`src/rtl/bsg_vanilla_pkg.sv`:
```
// Request type and default credit count shared by the vanilla core's
// remote-request path.
package bsg_vanilla_pkg;

   localparam int vanilla_remote_out_credits_gp = 16;

   typedef struct packed {
      logic        write_not_read;
      logic        is_amo_op;
      logic        icache_fetch;
      logic [1:0]  amo_type;
      logic [3:0]  mask;
      logic [4:0]  reg_id;
      logic [31:0] data;
      logic [31:0] addr;
   } remote_req_s;

endpackage

```
`src/rtl/remote_req_buffer_pkg.sv`:
```
// Shared constants and helpers for remote_req_buffer. Optional stall
// statistics are enabled with macro REMOTE_REQ_BUFFER_STATS_EN.
`ifndef BSG_WIDTH
`define BSG_WIDTH(x) ($clog2((x)+1))
`endif

package remote_req_buffer_pkg;

   localparam int stall_cnt_width_lp = 32;

   // Counters stick at all-ones rather than wrapping back to zero.
   function automatic logic [stall_cnt_width_lp-1:0] sat_inc(
      input logic [stall_cnt_width_lp-1:0] value
   );
      return (value == '1) ? value : value + 1'b1;
   endfunction

endpackage

```
`src/rtl/remote_req_buffer_if.sv`:
```
// Handshake bundle between the load/store unit, the request buffer and the
// network transmit side.
interface remote_req_buffer_if;
   import bsg_vanilla_pkg::*;

   remote_req_s remote_req_i;
   logic        remote_req_v_i;
   logic        remote_req_ready_o;
   remote_req_s remote_req_o;
   logic        remote_req_v_o;
   logic        remote_req_yumi_i;
   logic        credit_return_i;

   modport slave (
      input  remote_req_i, remote_req_v_i, remote_req_yumi_i, credit_return_i,
      output remote_req_ready_o, remote_req_o, remote_req_v_o
   );

   modport master (
      output remote_req_i, remote_req_v_i, remote_req_yumi_i, credit_return_i,
      input  remote_req_ready_o, remote_req_o, remote_req_v_o
   );

endinterface

```
`src/rtl/remote_req_buffer_fifo.sv`:
```
// remote_req_fifo: 1r1w circular buffer of els_p requests with
// ready/valid enqueue and valid/yumi dequeue.
module remote_req_fifo
   import bsg_vanilla_pkg::*;
#(
   parameter  int els_p        = 2,
   localparam int ptr_width_lp = $clog2(els_p),
   localparam int cnt_width_lp = $clog2(els_p + 1)
) (
   input  logic        clk_i,
   input  logic        reset_i,
   input  remote_req_s data_i,
   input  logic        v_i,
   output logic        ready_o,
   output remote_req_s data_o,
   output logic        v_o,
   input  logic        yumi_i
);

   localparam logic [ptr_width_lp-1:0] last_ptr_lp = ptr_width_lp'(els_p - 1);
   localparam logic [cnt_width_lp-1:0] full_cnt_lp = cnt_width_lp'(els_p);

   remote_req_s                mem_q [els_p];
   logic [ptr_width_lp-1:0]    rptr_q, rptr_d, wptr_q, wptr_d;
   logic [cnt_width_lp-1:0]    count_q, count_d;
   logic                       enq, deq;

   assign ready_o = (count_q != full_cnt_lp);
   assign v_o     = (count_q != '0);
   assign enq     = v_i & ready_o;
   assign deq     = yumi_i & v_o;
   assign data_o  = mem_q[rptr_q];

   // Pointers wrap explicitly so non-power-of-two depths work too.
   always_comb begin
      rptr_d  = rptr_q;
      wptr_d  = wptr_q;
      count_d = count_q;
      if (deq) rptr_d = (rptr_q == last_ptr_lp) ? '0 : rptr_q + 1'b1;
      if (enq) wptr_d = (wptr_q == last_ptr_lp) ? '0 : wptr_q + 1'b1;
      case ({enq, deq})
         2'b10:   count_d = count_q + 1'b1;
         2'b01:   count_d = count_q - 1'b1;
         default: count_d = count_q;
      endcase
   end

   always_ff @(posedge clk_i) begin
      if (reset_i) begin
         rptr_q  <= '0;
         wptr_q  <= '0;
         count_q <= '0;
      end else begin
         rptr_q  <= rptr_d;
         wptr_q  <= wptr_d;
         count_q <= count_d;
      end
   end

   always_ff @(posedge clk_i) begin
      if (enq) mem_q[wptr_q] <= data_i;
   end

endmodule

```
`src/rtl/remote_req_buffer.sv`:
```
// Buffers outgoing remote requests and meters them onto the network with
// an outstanding-request credit count. Stall counters need REMOTE_REQ_BUFFER_STATS_EN.
module remote_req_buffer
   import bsg_vanilla_pkg::*;
   import remote_req_buffer_pkg::*;
#(
   parameter  int els_p             = 2,
   parameter  int max_out_credits_p = vanilla_remote_out_credits_gp,
   localparam int credit_width_lp   = `BSG_WIDTH(max_out_credits_p)
) (
   input  logic                          clk_i,
   input  logic                          reset_i,
   remote_req_buffer_if.slave            bus_if,
   output logic [credit_width_lp-1:0]    out_credits_o,
   output logic                          idle_o,
   output logic [stall_cnt_width_lp-1:0] req_stall_cnt_o,
   output logic [stall_cnt_width_lp-1:0] credit_stall_cnt_o
);

   localparam logic [credit_width_lp-1:0] max_credits_lp = credit_width_lp'(max_out_credits_p);

   logic                       fifo_ready, fifo_v, enq, deq, credits_avail;
   remote_req_s                fifo_data;
   logic [credit_width_lp-1:0] credits_q, credits_d;

   remote_req_fifo #(.els_p(els_p)) fifo (
      .clk_i   (clk_i),
      .reset_i (reset_i),
      .data_i  (bus_if.remote_req_i),
      .v_i     (enq),
      .ready_o (fifo_ready),
      .data_o  (fifo_data),
      .v_o     (fifo_v),
      .yumi_i  (deq)
   );

   // Handshakes are forced low while reset is held so nothing leaks out.
   assign credits_avail             = (credits_q != '0);
   assign bus_if.remote_req_ready_o = ~reset_i & fifo_ready;
   assign bus_if.remote_req_v_o     = ~reset_i & fifo_v & credits_avail;
   assign bus_if.remote_req_o       = fifo_data;
   assign enq                       = bus_if.remote_req_v_i & bus_if.remote_req_ready_o;
   assign deq                       = bus_if.remote_req_yumi_i & bus_if.remote_req_v_o;
   assign out_credits_o             = credits_q;
   assign idle_o                    = ~reset_i & ~fifo_v & (credits_q == max_credits_lp);

   always_comb begin
      credits_d = credits_q;
      if (deq & ~bus_if.credit_return_i)
         credits_d = credits_q - 1'b1;
      else if (bus_if.credit_return_i & ~deq & (credits_q != max_credits_lp))
         credits_d = credits_q + 1'b1;
   end

   always_ff @(posedge clk_i) begin
      if (reset_i) credits_q <= max_credits_lp;
      else         credits_q <= credits_d;
   end

`ifdef REMOTE_REQ_BUFFER_STATS_EN
   logic [stall_cnt_width_lp-1:0] req_stall_q, req_stall_d;
   logic [stall_cnt_width_lp-1:0] credit_stall_q, credit_stall_d;

   always_comb begin
      req_stall_d    = req_stall_q;
      credit_stall_d = credit_stall_q;
      if (bus_if.remote_req_v_i & ~bus_if.remote_req_ready_o) req_stall_d    = sat_inc(req_stall_q);
      if (fifo_v & ~credits_avail)                            credit_stall_d = sat_inc(credit_stall_q);
   end

   always_ff @(posedge clk_i) begin
      if (reset_i) begin
         req_stall_q    <= '0;
         credit_stall_q <= '0;
      end else begin
         req_stall_q    <= req_stall_d;
         credit_stall_q <= credit_stall_d;
      end
   end

   assign req_stall_cnt_o    = req_stall_q;
   assign credit_stall_cnt_o = credit_stall_q;
`else
   assign req_stall_cnt_o    = '0;
   assign credit_stall_cnt_o = '0;
`endif

`ifndef SYNTHESIS
   // Protocol misuse by the neighbours; checked only outside reset.
   always_ff @(posedge clk_i) begin
      if (!reset_i) begin
         assert (!(bus_if.remote_req_yumi_i && !bus_if.remote_req_v_o))
            else $error("remote_req_buffer: yumi while remote_req_v_o low");
         assert (!(bus_if.credit_return_i && (credits_q == max_credits_lp)))
            else $error("remote_req_buffer: credit returned at max credits");
         assert (!(bus_if.remote_req_yumi_i && !credits_avail && !bus_if.credit_return_i))
            else $error("remote_req_buffer: out_credits_o underflow");
      end
   end
`endif

endmodule

```
`src/flat_wrapper.sv`:
```
// flat-port wrapper written by rule: the top's interface ports become plain ports
module remote_req_buffer_flat import bsg_vanilla_pkg::*; import remote_req_buffer_pkg::*;
#(
   parameter  int els_p             = 2,
   parameter  int max_out_credits_p = vanilla_remote_out_credits_gp,
   localparam int credit_width_lp   = `BSG_WIDTH(max_out_credits_p)
)
  (clk_i, reset_i, out_credits_o, idle_o, req_stall_cnt_o, credit_stall_cnt_o, bus_if_remote_req_i, bus_if_remote_req_v_i, bus_if_remote_req_yumi_i, bus_if_credit_return_i, bus_if_remote_req_ready_o, bus_if_remote_req_o, bus_if_remote_req_v_o);
  remote_req_buffer_if bus_if_i ();
  input  logic clk_i;
  input  logic reset_i;
  output logic [credit_width_lp-1:0] out_credits_o;
  output logic idle_o;
  output logic [stall_cnt_width_lp-1:0] req_stall_cnt_o;
  output logic [stall_cnt_width_lp-1:0] credit_stall_cnt_o;
  input wire logic [$bits(bus_if_i.remote_req_i)-1:0] bus_if_remote_req_i;
  input wire logic [$bits(bus_if_i.remote_req_v_i)-1:0] bus_if_remote_req_v_i;
  input wire logic [$bits(bus_if_i.remote_req_yumi_i)-1:0] bus_if_remote_req_yumi_i;
  input wire logic [$bits(bus_if_i.credit_return_i)-1:0] bus_if_credit_return_i;
  output wire logic [$bits(bus_if_i.remote_req_ready_o)-1:0] bus_if_remote_req_ready_o;
  output wire logic [$bits(bus_if_i.remote_req_o)-1:0] bus_if_remote_req_o;
  output wire logic [$bits(bus_if_i.remote_req_v_o)-1:0] bus_if_remote_req_v_o;
  assign bus_if_i.remote_req_i = bus_if_remote_req_i;
  assign bus_if_i.remote_req_v_i = bus_if_remote_req_v_i;
  assign bus_if_i.remote_req_yumi_i = bus_if_remote_req_yumi_i;
  assign bus_if_i.credit_return_i = bus_if_credit_return_i;
  assign bus_if_remote_req_ready_o = bus_if_i.remote_req_ready_o;
  assign bus_if_remote_req_o = bus_if_i.remote_req_o;
  assign bus_if_remote_req_v_o = bus_if_i.remote_req_v_o;
  remote_req_buffer #(.els_p(els_p), .max_out_credits_p(max_out_credits_p)) u_core (.clk_i(clk_i), .reset_i(reset_i), .bus_if(bus_if_i), .out_credits_o(out_credits_o), .idle_o(idle_o), .req_stall_cnt_o(req_stall_cnt_o), .credit_stall_cnt_o(credit_stall_cnt_o));
endmodule
```
`config.mk`:
```
export PLATFORM = sky130hd
export DESIGN_NAME = remote_req_buffer_flat
export DESIGN_NICKNAME = d
export VERILOG_FILES = /design/src/rtl/bsg_vanilla_pkg.sv /design/src/rtl/remote_req_buffer_pkg.sv /design/src/rtl/remote_req_buffer_if.sv /design/src/rtl/remote_req_buffer_fifo.sv /design/src/rtl/remote_req_buffer.sv /design/src/flat_wrapper.sv
export SDC_FILE = /design/constraint.sdc
export NUM_CORES = 1
export LEC_CHECK = 0
export ABC_AREA = 0
export BUFFER_PORTS_ARGS = -buffer_cell sky130_fd_sc_hd__buf_4
export CORE_MARGIN = 5
export CORE_UTILIZATION = 45
export CTS_CLUSTER_DIAMETER = 150
export DETAILED_ROUTE_END_ITERATION = 10
export PLACE_DENSITY = 0.82
export REMOVE_ABC_BUFFERS = 1
export SYNTH_ARGS = -nofsm -noshare
export SYNTH_HDL_FRONTEND = slang
export SYNTH_HIERARCHICAL = 1
export SYNTH_SLANG_ARGS = --single-unit
```
`constraint.sdc`:
```
create_clock -name clk_i -period 5 [get_ports clk_i]
set_input_delay 0.5 -clock clk_i [delete_from_list [all_inputs] [get_ports clk_i]]
set_output_delay 0.5 -clock clk_i [all_outputs]
set_load 0.05 [all_outputs]
```
==> results of run 1 <==
[sequential cells by signal (all words and copies together) (netlist names), named ones only]
register and count:
u_core/out_credits_o 5, u_core/fifo/rptr_q 1, u_core/fifo/mem_q 156, u_core/fifo/count_q 2, u_core/fifo/wptr_q 1
[Yosys cell counts, drive strengths merged, types with 2 or more instances]
library cell  instances  area, um^2
nor2                  8        30.0
ha                    4        50.1
xnor2                 2        17.5
buf                  73         544
o2111ai               4        35.0
dfxtp                10         200
a211o                 2        17.5
xor2                  2        17.5
or2                   2        12.5
o31ai                 3        22.5
edfxtp              156        4680
mux2                 80         908
o21a                  2        22.5
nor2b                 2        12.5
nand2b                2        12.5
inv                   6        22.5
a21oi                 4        20.0
[power breakdown]
group	internal, mW	total, mW	switching (mW)
Clock	0.778	1.28	0.497
Combinational	0.138	0.481	0.343
Sequential	1.58	1.60	0.0192
[cells by family after synthesis]
logic type      synth area share
buf+inv                   0.0839
compound gates            0.0247
mux                        0.134
simple gates              0.0230
flops                      0.719
other cells             0.000552
fa+ha+maj                 0.0103
xor+xnor                 0.00516
[worst paths after layout]
check,from,end,slack (ps)
worst min-delay path,bus_if_remote_req_i[44],u_core/fifo/mem_q[1][44],270
worst max register to register,u_core/fifo/count_q[0],u_core/fifo/mem_q[0][15],2190
worst min register to register,u_core/fifo/rptr_q,flip-flop,520
worst max-delay path,u_core/fifo/count_q[0],u_core/fifo/mem_q[0][15],2190
[per-stage QoR]
step | hold WS [ps] | cell area (um^2) | std cells | total power, mW
after floorplan | 474 | 6480 | 372 | 1.96
after global placement | 494 | 8000 | 729 | 2.10
after detailed placement | 498 | 8000 | 729 | 2.11
after CTS | 244 | 8590 | 761 | 3.40
after global routing | 241 | 8590 | 761 | 3.49
final | 271 | 8590 | 761 | 3.36
[final cells by class]
type	count	area, um^2	share of cell area
clock inverters	15	163	0.0189
inverters	6	23.8	0.00277
flip-flops and latches	166	4890	0.569
repair buffers	169	1270	0.148
clock buffers	17	425	0.0495
multi-input cells	200	1580	0.184
well taps	188	235	0.0274
[metal layers]
layer	vias up	routed length, um	track usage	part of all wire
li1	1684	-	-	-
met1	1745	4870	0.151	0.37
met2	135	7130	0.270	0.54
met3	22	986	0.0551	0.075
met4	0	192	0.0572	0.015
met5	-	0	0	0
==> results.txt, run 1 <==
Clock-pin slew on the worst setup and hold paths: 60 ps
Via/cell ratio: 4.71
Fin crit share: 0.562
Status: complete, no violations
Post_cts resized: 0
Vias in the first global route: 3906
Post-Synthesis Cell Area: 6800 um^2
Total of max-cap violations: 0
CTS tree: yes
Startpoint types: flip-flop
H-tree Lvls: 4
DRT Wirelength: 13.2 mm
Cells after synthesis: 383
Stages on the worst setup path: 6
Slew HR: 0.244
Yosys reg bits: 166
Setup TNS: 0 ps
Final worst setup slack: 2190 ps
Aggregate global-route resource usage: 0.147
Max FO, Critical Path: 58
Fin util: 0.571
CP max stage cell: clkinv_2
First-pass GRT wire length: 20.1 mm
Clock net sink count: 166
GPL Wtd Cong: 0.832
Dpl ws: 2110 ps
Worst Path Arrival: 2950 ps
Yosys cell types: 43
Hold Path Cell Cnt: 1
Grt ovf: 0
# diodes: 0
Area grow syn2layout: 26.3%
Antenna Nets Post-Route: 0
Detailed Routing Iterations Pass 1: 4
Critical path's top delay family: buffers and inverters
Setup CP Type: reg -> reg
Total number of vias: 3586
CTS Buffer Depth: 2
Most frequent cells in the layout: buf_4, edfxtp_1, mux2_2, conb_1, clkbuf_16
DRC: 0
Required @ worst endpoint: 5130 ps
Commonest non-fill, non-tap cell in the layout: buf_4
Die Wd: 133 um
Die area: 17700 um^2
RSZ-0062 raised after global routing: no
Cells on worst reg2reg path: 6
Post-synthesis average cell area: 17.7 um^2
DR iter-0 viols: 132
Avg WL per Cell: 17.3 um
Hold_buf cts: 0
Final worst clock skew: 8.03 ps
FILL cells: 1176
CTS root buf: clkbuf_16
Synth Flop Type: edfxtp_1
Ratio of cells with drive above 1 in the final layout: 0.501
# port buffers: 168
Fmax: 0.356 GHz
Setup violations, final: 0
Post-synthesis sequential area ratio: 0.719
Synthesis Warnings: 6
Crit path cell chain: nand2b_1 > nor2b_1 > and2_1 > nand3b_1 > clkinv_2 > buf_4
Std-Cell Rows: 45
Clk Latency, worst-skew pair: 410 ps
PwrDens: 391 nW/um^2
Slew Limit Fails: 0
CP bufs+invs: 2
Ys async rst share: 0
Die height: 133 um
Post-synth EDFFs: 156
Max stage delay on crit path: 850 ps
Nets: 648
Core area: 15000 um^2
Final Hold Fails: 0
Largest net degree at the start of global routing: 79
Initial Utilization: 0.452
VDD IR max: 201 uV
Period minus WS final: 2810 ps
Worst-Margin Slew: 1130 ps
Initial antenna violation count: 0
Post-CTS Setup Repair Bufs: 0
Num CTS Buffers: 17
Final HPWL DP: 8.94 mm
Hold Path Class: in -> reg
Static leakage: 3.31 nW
CP Capture Type: flip-flop
Top Ports: 233
No activity file was read; power rests on OpenSTA's default activity.
==> run 2, diff against run 1 <==
- clock period: 5 -> 2.6 ns (I/O delays scaled with it)
==> run 2 against run 1 <==
Effect of this change: routed wire length grew 1.3%; clock skew grew 3.2 ps; via count grew 2.0%; setup slack lost 2100 ps; critical path type unchanged; register-to-register slack lost 2100 ps; highest routed layer unchanged; sequential share of layout area shrank 1.1 points; first-iteration DRC count grew 28%; worst hold slack lost 240 ps; critical path depth grew 2; largest cell class unchanged; design area grew 2.0%; sequential power grew 92%; sequential cell count is the same.
==> results.txt, run 2 (synthesis gave the netlist of run 1 again) <==
Status: complete, no violations
CTS root buf: clkbuf_16
Ratio of cells with drive above 1 in the final layout: 0.514
# diodes: 0
Dpl ws: -14.7 ps
CP bufs+invs: 1
Die Wd: 133 um
# port buffers: 168
Setup TNS: 0 ps
CP max stage cell: or4bb_4
Num CTS Buffers: 17
Top reg by flops: u_core/fifo/mem_q
Area grow syn2layout: 28.9%
FILL cells: 1135
Avg WL per Cell: 17.2 um
Met3 usage: 0.0593
CP most frequent cell: or2_2
CP Capture Type: flip-flop
H-tree Lvls: 4
FF/Latch Area: 4890 um^2
VDD IR max: 387 uV
Total of max-cap violations: 0
Area of the multi-input gates: 1620 um^2
Post-DP Area: 8110 um^2
Commonest non-fill, non-tap cell in the layout: buf_4
Vias in the first global route: 3870
Setup CP Type: reg -> reg
Top Ports: 233
DR iter-0 viols: 169
Max FO, Critical Path: 5
Most frequent cells in the layout: buf_4, edfxtp_1, mux2_2, conb_1, clkbuf_16
Hold Path Class: in -> reg
Worst Path Arrival: 2860 ps
Final Hold Fails: 0
Total number of vias: 3658
Period minus WS final: 2530 ps
Met2 Use GR: 0.265
Std-Cell Rows: 45
Largest register FFs: 156
PwrDens: 723 nW/um^2
CTS Buffer Depth: 2
Gr busiest metal: met2
RSZ-0062 raised after global routing: no
Initial Utilization: 0.452
DRC: 0
Detailed Routing Iterations Pass 1: 4
First-pass GRT wire length: 20.0 mm
GPL Wtd Cong: 0.807
Crit path cell chain: or2_2 > or4bb_4 > o21bai_4 > inv_2 > ha_1 > or2_2 > a31o_2 > o31ai_2
Die area: 17700 um^2
Initial antenna violation count: 0
Slew Limit Fails: 0
R2r setup slk: 70 ps
Met1 Use GR: 0.153
Max stage delay on crit path: 540 ps
Final instance area: 8760 um^2
Via/cell ratio: 4.72
Antenna Nets Post-Route: 0
CTS tree: yes
Final worst clock skew: 11.2 ps
Critical path's top delay family: simple AND/OR/NAND/NOR gates
Setup violations, final: 0
Aggregate global-route resource usage: 0.147
DRT Wirelength: 13.4 mm
Clock-pin slew on the worst setup and hold paths: 70 ps
Core area: 15000 um^2
Nets: 662
Fmax: 0.395 GHz
Static leakage: 3.37 nW
Grt ovf: 0
Largest net degree at the start of global routing: 50
Die height: 133 um
Final worst setup slack: 65.6 ps
Fin crit share: 0.975
Final HPWL DP: 9.19 mm
Clock net sink count: 166
Required @ worst endpoint: 2920 ps
Startpoint types: flip-flop
Clk Latency, worst-skew pair: 410 ps
Total Power: 6.34 mW
==> run 2: worst reg2reg max path, stage by stage, from the launching register on <==
cell and delay (ps):
dfxtp_2 350, or2_2 140, or4bb_4 550, o21bai_4 210, inv_2 90, ha_1 290
or2_2 330, a31o_2 270, o31ai_2 210
==> run 2: per-layer routing <==
layer	part of all wire	vias up
met5	0	-
met4	0.020	0
met3	0.075	26
met2	0.54	138
met1	0.37	1789
li1	-	1705
==> run 2: area by class of cell <==
cell class | count | share of cell area
clock buffers | 23 | 0.0560
repair buffers | 183 | 0.164
flip-flops and latches | 166 | 0.558
inverters | 6 | 0.00271
clock inverters | 9 | 0.00771
well taps | 188 | 0.0268
multi-input cells | 200 | 0.185
==> run 2: metrics by stage <==
step / util / std cells / hold WS (ps)
after detailed placement: 0.539 / 737 / 447
after global routing: 0.583 / 775 / 0.688
after CTS: 0.577 / 769 / 1.85
after global placement: 0.539 / 737 / 445
final: 0.583 / 775 / 28.8
after floorplan: - / 372 / 329
==> run 2: final timing paths <==
kind,end,from,depth (start not counted)
worst max-delay path,u_core/out_credits_o[3],u_core/fifo/count_q[1],8
worst min-delay path,u_core/fifo/mem_q[1][17],bus_if_remote_req_i[17],1
worst max register to register,u_core/out_credits_o[3],u_core/fifo/count_q[1],8
worst min register to register,u_core/fifo/count_q[1],u_core/fifo/count_q[1],2
==> run 2: what timing repair did <==
action,in CTS,in global routing
hold buffers,0,5
gates resized for setup,2,7
setup buffers,0,1
setup endpoints to repair,2,2
endpoints found under the hold margin,0,9
==> run 2: power by group <==
part | switching (mW) | internal (mW)
clock | 0.975 | 1.34
combinational | 0.673 | 0.285
sequential | 0.0292 | 3.04
